==> config.mk <==
export PLATFORM = sky130hd
export DESIGN_NAME = pr_arbiter
export DESIGN_NICKNAME = d
export VERILOG_FILES = /design/src/rtl/pr_arbiter.sv
export SDC_FILE = /design/constraint.sdc
export NUM_CORES = 1
export LEC_CHECK = 0
export CAP_MARGIN = 5
export CORE_UTILIZATION = 40
export DETAILED_ROUTE_END_ITERATION = 8
export GPL_TIMING_DRIVEN = 0
export PLACE_DENSITY = 0.65
export SYNTH_ARGS = -nofsm -noshare
export SYNTH_HDL_FRONTEND = slang
export SYNTH_SLANG_ARGS = --single-unit
==> constraint.sdc <==
create_clock -name clk -period 8.6 [get_ports clk]
set_clock_uncertainty 0.15 [all_clocks]
set_input_delay 0.86 -clock clk [delete_from_list [all_inputs] [get_ports clk]]
set_output_delay 0.86 -clock clk [all_outputs]
set_load 0.05 [all_outputs]
==> src/rtl/pr_arbiter.sv <==
// 8-way arbiter with registered one-hot grant, selectable fixed-priority or
// round-robin selection, and a bounded hold time per owner.
module pr_arbiter #(
  parameter int N        = 8,
  parameter int MAX_HOLD = 15,
  parameter int CW       = 8
) (
  input  logic         clk,
  input  logic         rst,
  input  logic [N-1:0] req,
  input  logic         done,
  input  logic         mode,
  output logic [N-1:0] gnt,
  output logic [2:0]   gnt_id,
  output logic         busy,
  output logic         idle,
  output logic         timeout
);

  localparam logic [1:0] ST_IDLE    = 2'd0;
  localparam logic [1:0] ST_GRANT   = 2'd1;
  localparam logic [1:0] ST_RELEASE = 2'd2;

  localparam logic [CW-1:0] HOLD_MAX = CW'(MAX_HOLD);
  localparam logic [CW-1:0] HOLD_SAT = {CW{1'b1}};

  logic [1:0]    state_reg, state_next;
  logic [N-1:0]  gnt_reg, gnt_next;
  logic [2:0]    gnt_id_reg, gnt_id_next;
  logic          busy_reg, busy_next;
  logic          idle_reg, idle_next;
  logic          timeout_reg, timeout_next;
  logic [CW-1:0] hold_reg, hold_next;
  logic [2:0]    rr_ptr_reg, rr_ptr_next;

  logic [2:0]    fp_id;
  logic [N-1:0]  rr_rot;
  logic [2:0]    rr_off;
  logic [2:0]    rr_id;
  logic [2:0]    win_id;
  logic          owner_req;

  // Fixed priority: the highest set bit wins, so the last hit in an ascending scan is kept.
  always_comb begin
    fp_id = '0;
    for (int i = 0; i < N; i++) begin
      if (req[i]) fp_id = 3'(i);
    end
  end

  // Round-robin: rr_rot[j] is the requester j+1 positions below rr_ptr (mod 8).
  generate
    for (genvar gi = 0; gi < N; gi++) begin : g_rot
      assign rr_rot[gi] = req[rr_ptr_reg - 3'(gi + 1)];
    end
  endgenerate

  always_comb begin
    rr_off = '0;
    for (int i = N - 1; i >= 0; i--) begin
      if (rr_rot[i]) rr_off = 3'(i);
    end
  end

  assign rr_id     = rr_ptr_reg - rr_off - 3'd1;
  assign win_id    = mode ? rr_id : fp_id;
  assign owner_req = req[gnt_id_reg];

  always_comb begin
    state_next   = state_reg;
    gnt_next     = gnt_reg;
    gnt_id_next  = gnt_id_reg;
    busy_next    = busy_reg;
    idle_next    = idle_reg;
    timeout_next = 1'b0;
    hold_next    = hold_reg;
    rr_ptr_next  = rr_ptr_reg;

    case (state_reg)
      ST_IDLE: begin
        if (req != '0) begin
          state_next  = ST_GRANT;
          gnt_next    = N'(1) << win_id;
          gnt_id_next = win_id;
          busy_next   = 1'b1;
          idle_next   = 1'b0;
          hold_next   = CW'(1);
          if (mode) rr_ptr_next = win_id;
        end else begin
          idle_next = 1'b1;
        end
      end

      ST_GRANT: begin
        idle_next = 1'b0;
        // done outranks the hold limit, so a finishing owner never sees a timeout pulse.
        if (done || !owner_req || hold_reg == HOLD_MAX) begin
          state_next   = ST_RELEASE;
          gnt_next     = '0;
          busy_next    = 1'b0;
          hold_next    = '0;
          timeout_next = !done && owner_req;
        end else if (hold_reg != HOLD_SAT) begin
          hold_next = hold_reg + CW'(1);
        end
      end

      ST_RELEASE: begin
        state_next = ST_IDLE;
        idle_next  = (req == '0);
      end

      default: begin
        state_next = ST_IDLE;
        gnt_next   = '0;
        busy_next  = 1'b0;
        idle_next  = 1'b1;
        hold_next  = '0;
      end
    endcase
  end

  always_ff @(posedge clk or posedge rst) begin
    if (rst) begin
      state_reg   <= ST_IDLE;
      gnt_reg     <= '0;
      gnt_id_reg  <= '0;
      busy_reg    <= 1'b0;
      idle_reg    <= 1'b1;
      timeout_reg <= 1'b0;
      hold_reg    <= '0;
      rr_ptr_reg  <= 3'd7;
    end else begin
      state_reg   <= state_next;
      gnt_reg     <= gnt_next;
      gnt_id_reg  <= gnt_id_next;
      busy_reg    <= busy_next;
      idle_reg    <= idle_next;
      timeout_reg <= timeout_next;
      hold_reg    <= hold_next;
      rr_ptr_reg  <= rr_ptr_next;
    end
  end

  assign gnt     = gnt_reg;
  assign gnt_id  = gnt_id_reg;
  assign busy    = busy_reg;
  assign idle    = idle_reg;
  assign timeout = timeout_reg;

endmodule

# ---- Word-level counts from Yosys, hierarchy flattened
# Index checks and enable logic that the tools add are counted.
dict set report totals {
  register_bits 27
  out_inout_bits 14
  elab_cells 100
}
dict set report classes {
  n_shift 1
  reduce_logical 13
  order_cmp 9
  eq_ne 7
  n_mux 51
  addsub 10
  bitwise 1
}
# op count
set ops {}
lappend ops {{$pmux W8 S3} 2}
lappend ops {{$mux W3} 15}
lappend ops {{$mux W8} 5}
lappend ops {{$lt A3 B4 Y1 const B} 9}
lappend ops {{$bmux W1 S3} 9}
lappend ops {{$mux W1} 15}
lappend ops {{$sub A3 B3 Y3 const B} 4}
lappend ops {{$reduce_and A3 Y1} 3}
lappend ops {{$add A8 B1 Y8 const B} 1}
lappend ops {{$eq A8 B4 Y1 const B} 1}
lappend ops {{$logic_not A8 Y1} 1}
lappend ops {{$ne A8 B8 Y1 const B} 1}
lappend ops {{$reduce_bool A8 Y1} 1}
lappend ops {{$shl A1 B3 Y8 const A} 1}
lappend ops {{$pmux W1 S3} 2}
lappend ops {{$sub A3 B1 Y3 const B} 2}
lappend ops {{$sub A3 B2 Y3 const B} 2}
lappend ops {{$mux W2} 2}
lappend ops {{$ne A2 B2 Y1 const B} 2}
lappend ops {{$pmux W2 S2} 1}
lappend ops {{$reduce_and A2 Y1} 2}
lappend ops {{$ne A3 B3 Y1 const B} 1}
lappend ops {{$sub A3 B3 Y3} 1}
lappend ops {{$eq A2 B1 Y1 const B} 1}
lappend ops {{other kinds (6)} 8}

# ---- Depth between registers and ports, before layout
dict set report depth {
  word_depth 16
  depth_mapped 16
  depth_no_buf 14
}

# ---- Worst setup path after synthesis
# No wires, ideal clock.
dict set report synth_path {
  kind {flip-flop to flip-flop}
  from {reg rr_ptr_reg[0]}
  to {reg gnt_reg[0], in the netlist gnt[0]}
  required_ns 8.367
  period_less_slack_ns 3.806
  setup_slack_ns 4.794
  t_arrival_ns 3.573
  setup_time_ns 0.083
  path_stages_with_launch 15
  cell_sequence {dfstp_2 > buf_6 > inv_1 > ha_1 > buf_6 > mux4_2 > mux2_4 > o21ai_0 > nand2_1 > a31oi_1 > o21ai_0 > ha_1 > fa_1 > or3_1 > o21ai_0}
}
dict set report synth_via {
  elab_chain_cells 16
  elab_cells_between_ends 37
  cone_classes {add/sub: 9; shift: 1; mux: 27}
}
# item line_no
set synth_lines {}
lappend synth_lines {{from (decl)} 34} ;# logic [2:0] rr_ptr_reg, rr_ptr_next;
lappend synth_lines {{from (signal assigned)} 141} ;# rr_ptr_reg <= rr_ptr_next;
lappend synth_lines {{$sub A3 B3 Y3 / $bmux W1 S3 (equally long branches)} 54} ;# assign rr_rot[gi] = req[rr_ptr_reg - 3'(gi + 1)];
lappend synth_lines {{$bmux W1 S3 / $mux W1 (equally long branches)} 54}
lappend synth_lines {{$mux W1 (not written as such) / $mux W3 (equally long branches)} {54, 61}}
lappend synth_lines {{$mux W3 (7 in series)} 61} ;# if (rr_rot[i]) rr_off = 3'(i);
lappend synth_lines {{$sub A3 B3 Y3 (*)} 65} ;# assign rr_id = rr_ptr_reg - rr_off - 3'd1;
lappend synth_lines {{$sub A3 B1 Y3 (*)} 65}
lappend synth_lines {{$mux W3 (*)} 66} ;# assign win_id = mode ? rr_id : fp_id;
lappend synth_lines {{$shl A1 B3 Y8 (*)} 83} ;# gnt_next = N'(1) << win_id;
lappend synth_lines {{$mux W8 (*)} 81} ;# if (req != '0) begin
lappend synth_lines {{$pmux W8 S3 (*)} 79} ;# case (state_reg)
lappend synth_lines {{to (signal assigned)} 135} ;# gnt_reg <= gnt_next;
lappend synth_lines {{to (decl)} 28} ;# logic [N-1:0] gnt_reg, gnt_next;
# Every way passes the cells marked *; elsewhere a longest branch is shown, timed or not. The select of a mux whose other input is x is not followed.
# A chain may end at the register's enable or synchronous reset.

# ---- Final worst setup path
# Ends and elaborated chain as after synthesis.

==> results.cfg <==
[place]
place.gp.congestion = 0.797
port_buffers = 23
post-dp-hpwl_mm = 3.57

[grt]
grt_pass1_wl_mm = 8.35
use_met3 = 0.0226
grt_overflow = 0
grt_pass1_vias = 1717
grtUsageMet1 = 0.246
antenna_found_initial = 0
grt_most_used_layer = met2
grt_start_max_net_pins = 28
grt.met2_usage = 0.273
grt_usage = 0.173

[power_and_ir_drop]
p_leak_uw = 0.00112
power.total_uw = 1100
power.density_nw_per_um2 = 422
ir_drop_mv = 0.265

[yosys]
synthCells = 220
async_flop_share = 1.00
synth_adder_area_share = 0.0311
ys_seq_elements = 27
netlist_area_um2 = 2250
yosys.area_share.simple = 0.200
synth_xor_area_frac = 0.0389
synth_compound_area_frac = 0.146
ys_seq_area_frac = 0.302
postSynthAreaPerCell_um2 = 10.2
synth_flop_cell = dfrtp_1
synth_edf_count = 0
synth_cell_type_count = 61
syn-num-nets = 237
synth_warnings = 0
muxShareOfSynthArea = 0.213
synth_top_family_by_area = multiplexers

[timing]
rsz0062_at_grt = false
worst_pin_slew_ns = 0.988
min_period_ns = 4.20
finalMaxSlewViolations = 0
finalHoldViolations = 0
fmax_mhz = 238
setup_tns_ns = 0
period_share = 0.488
setup_viol = 0
slew_headroom = 0.341

[setup_path]
crit_type = reg -> reg
critPathMaxStageDelay_ns = 0.60
cp_data_required_time_ns = 8.64
path_common_cell = o21ai_0
path_max_fanout = 10
start_kind = register
slowest_stage = dfstp_2
timing.critical_path.cells = buf_6, inv_1, ha_1, buf_6, mux4_2, mux2_4, o21ai_0, nand2_1, a31oi_1, o21ai_0, ha_1, fa_1, or3_1, o21ai_0
end_kind = register
arrival_ns = 4.24
cp_top_family = adder cells
worstRegToRegCells = 14
cp_num_cells = 14
critical_path_buf_inv_count = 3

[floorplan]
dieArea_um2 = 5930
rows = 26
die_h_um = 77.0
initial_utilization = 0.427
ios = 26
die_w_um = 77.0
coreArea_um2 = 5270

[layout]
fill_cells = 500
antenna_cells = 0
synthToLayoutAreaGrowth_pct = 16.1
seqCellArea_um2 = 681
drive_gt1_frac = 0.170
fin_nets = 265
multi_input_area_um2 = 1420

[job]
drv_cap = 0

[clock_tree]
cts_root_buf = clkbuf_8
cts_htree_levels = 1
numCtsBuffers = 3
clock_latency_ns = 0.27
cts_tree = yes
clkTransAtPathRegs_ns = 0.09
clkSinkCount = 27
holdBufCountCts = 0
postCtsSetupRepairBufs = 0
cts_resized = 0
clk_path_buf_depth = 2

[detailed_routing]
dr.pass1.iters = 4
via_count = 1779
wl_per_cell_um = 15.1
drt-total-wl_mm = 4.80
remaining_drc_errors = 0
drt-initial-drc-count = 84
viasPerCell = 5.61
ant_nets = 0

[min_path]
min_path_cells = 2
hp-class = reg -> reg

[status]
run_status = complete, no violations
layout make-up:
type / count / area share
Clock buffer: 4 / 0.0172
Tap cell: 70 / 0.0335
Buffer: 12 / 0.0507
Inverter: 6 / 0.00861
Timing Repair Buffer: 23 / 0.0880
Multi-Input combinational cell: 175 / 0.542
Sequential cell: 27 / 0.260
cells in the final DEF (no fill, tap or decap), drive strengths merged, types with 6 or more instances in the layout:
cell type / netlist / layout
mux4: 11 / 11
mux2i: 9 / 9
a21oi: 10 / 10
clkbuf: 4 / 8
inv: 6 / 6
mux2: 10 / 10
nand2: 20 / 20
nor2: 22 / 22
buf: 7 / 7
clkdlybuf4s50: 0 / 23
and3: 6 / 6
dfrtp: 23 / 23
o21ai: 15 / 15
cells by family after synthesis:
group / count (synthesis)
xor+xnor: 10
simple gates: 83
compound gates: 47
fa+ha+maj: 5
buf+inv: 18
mux: 30
flops: 27
layer usage:
layer,up-vias,wire [µm]
met5,-,0
met4,0,46
met3,5,118
met2,24,2130
met1,868,2500
li1,882,-
worst min-delay path, cell delays in order, from the launching register on:
cell,delay (ns)
dfrtp_1,0.37
nand2_1,0.06
nand2_1,0.06
cell usage after synthesis, types with 2 or more instances:
cell       count  area share
dfstp_2        4       0.047
nor2_1        22       0.037
a32oi_1        5       0.019
nand2_1       20       0.033
a31oi_1        2      0.0056
mux2_4         2       0.013
mux2_2         8       0.040
nand3_1        2      0.0044
clkbuf_8       2       0.012
nor3_1         5       0.011
xor2_1         5       0.019
and3_1         6       0.017
nand2b_1       4       0.011
mux4_2         5       0.050
mux4_1         6       0.070
and2b_2        3       0.012
inv_1          6       0.010
nand4_1        2      0.0056
dfrtp_1       23        0.26
buf_4          2      0.0067
o31ai_1        2      0.0067
clkbuf_1       2      0.0033
a2bb2oi_1      2      0.0078
mux2i_1        9       0.040
a21oi_1        9       0.020
or4_1          2      0.0067
ha_1           4       0.022
xnor2_1        5       0.019
nor4_1         2      0.0056
or3_1          2      0.0056
o21ai_0       14       0.031
buf_6          4       0.020
through the flow:
stage	hold slack, ns	instance area (µm²)	std cells	setup WS, ns	utilization
2_1_floorplan	0.334	2250	220	4.79	-
3_3_place_gp	0.324	2570	313	4.30	0.488
3_5_place_dp	0.319	2570	313	4.25	0.488
4_1_cts	0.350	2620	317	4.41	0.496
5_1_grt	0.379	2620	317	4.12	0.496
6_report	0.359	2620	317	4.40	0.496
power breakdown:
group,total [µW],internal (µW),switching (µW)
registers,213,174,39.7
logic,820,379,440
clock network,71.3,33.2,38.1
total,1100,586,518
worst paths after layout:
| kind | slack (ns) | endpoint | startpoint |
|---|---|---|---|
| worst min-delay path | 0.36 | busy | busy |
| worst max-delay path | 4.40 | gnt[0] | rr_ptr_reg[0] |
| worst max register to register | 4.40 | gnt[0] | rr_ptr_reg[0] |
| worst min register to register | 0.36 | busy | busy |
| max in group asynchronous | 6.74 | hold_reg[0] | rst |
| min in group asynchronous | 0.96 | gnt_id[0] | rst |
(Power assumes the default switching activity.)
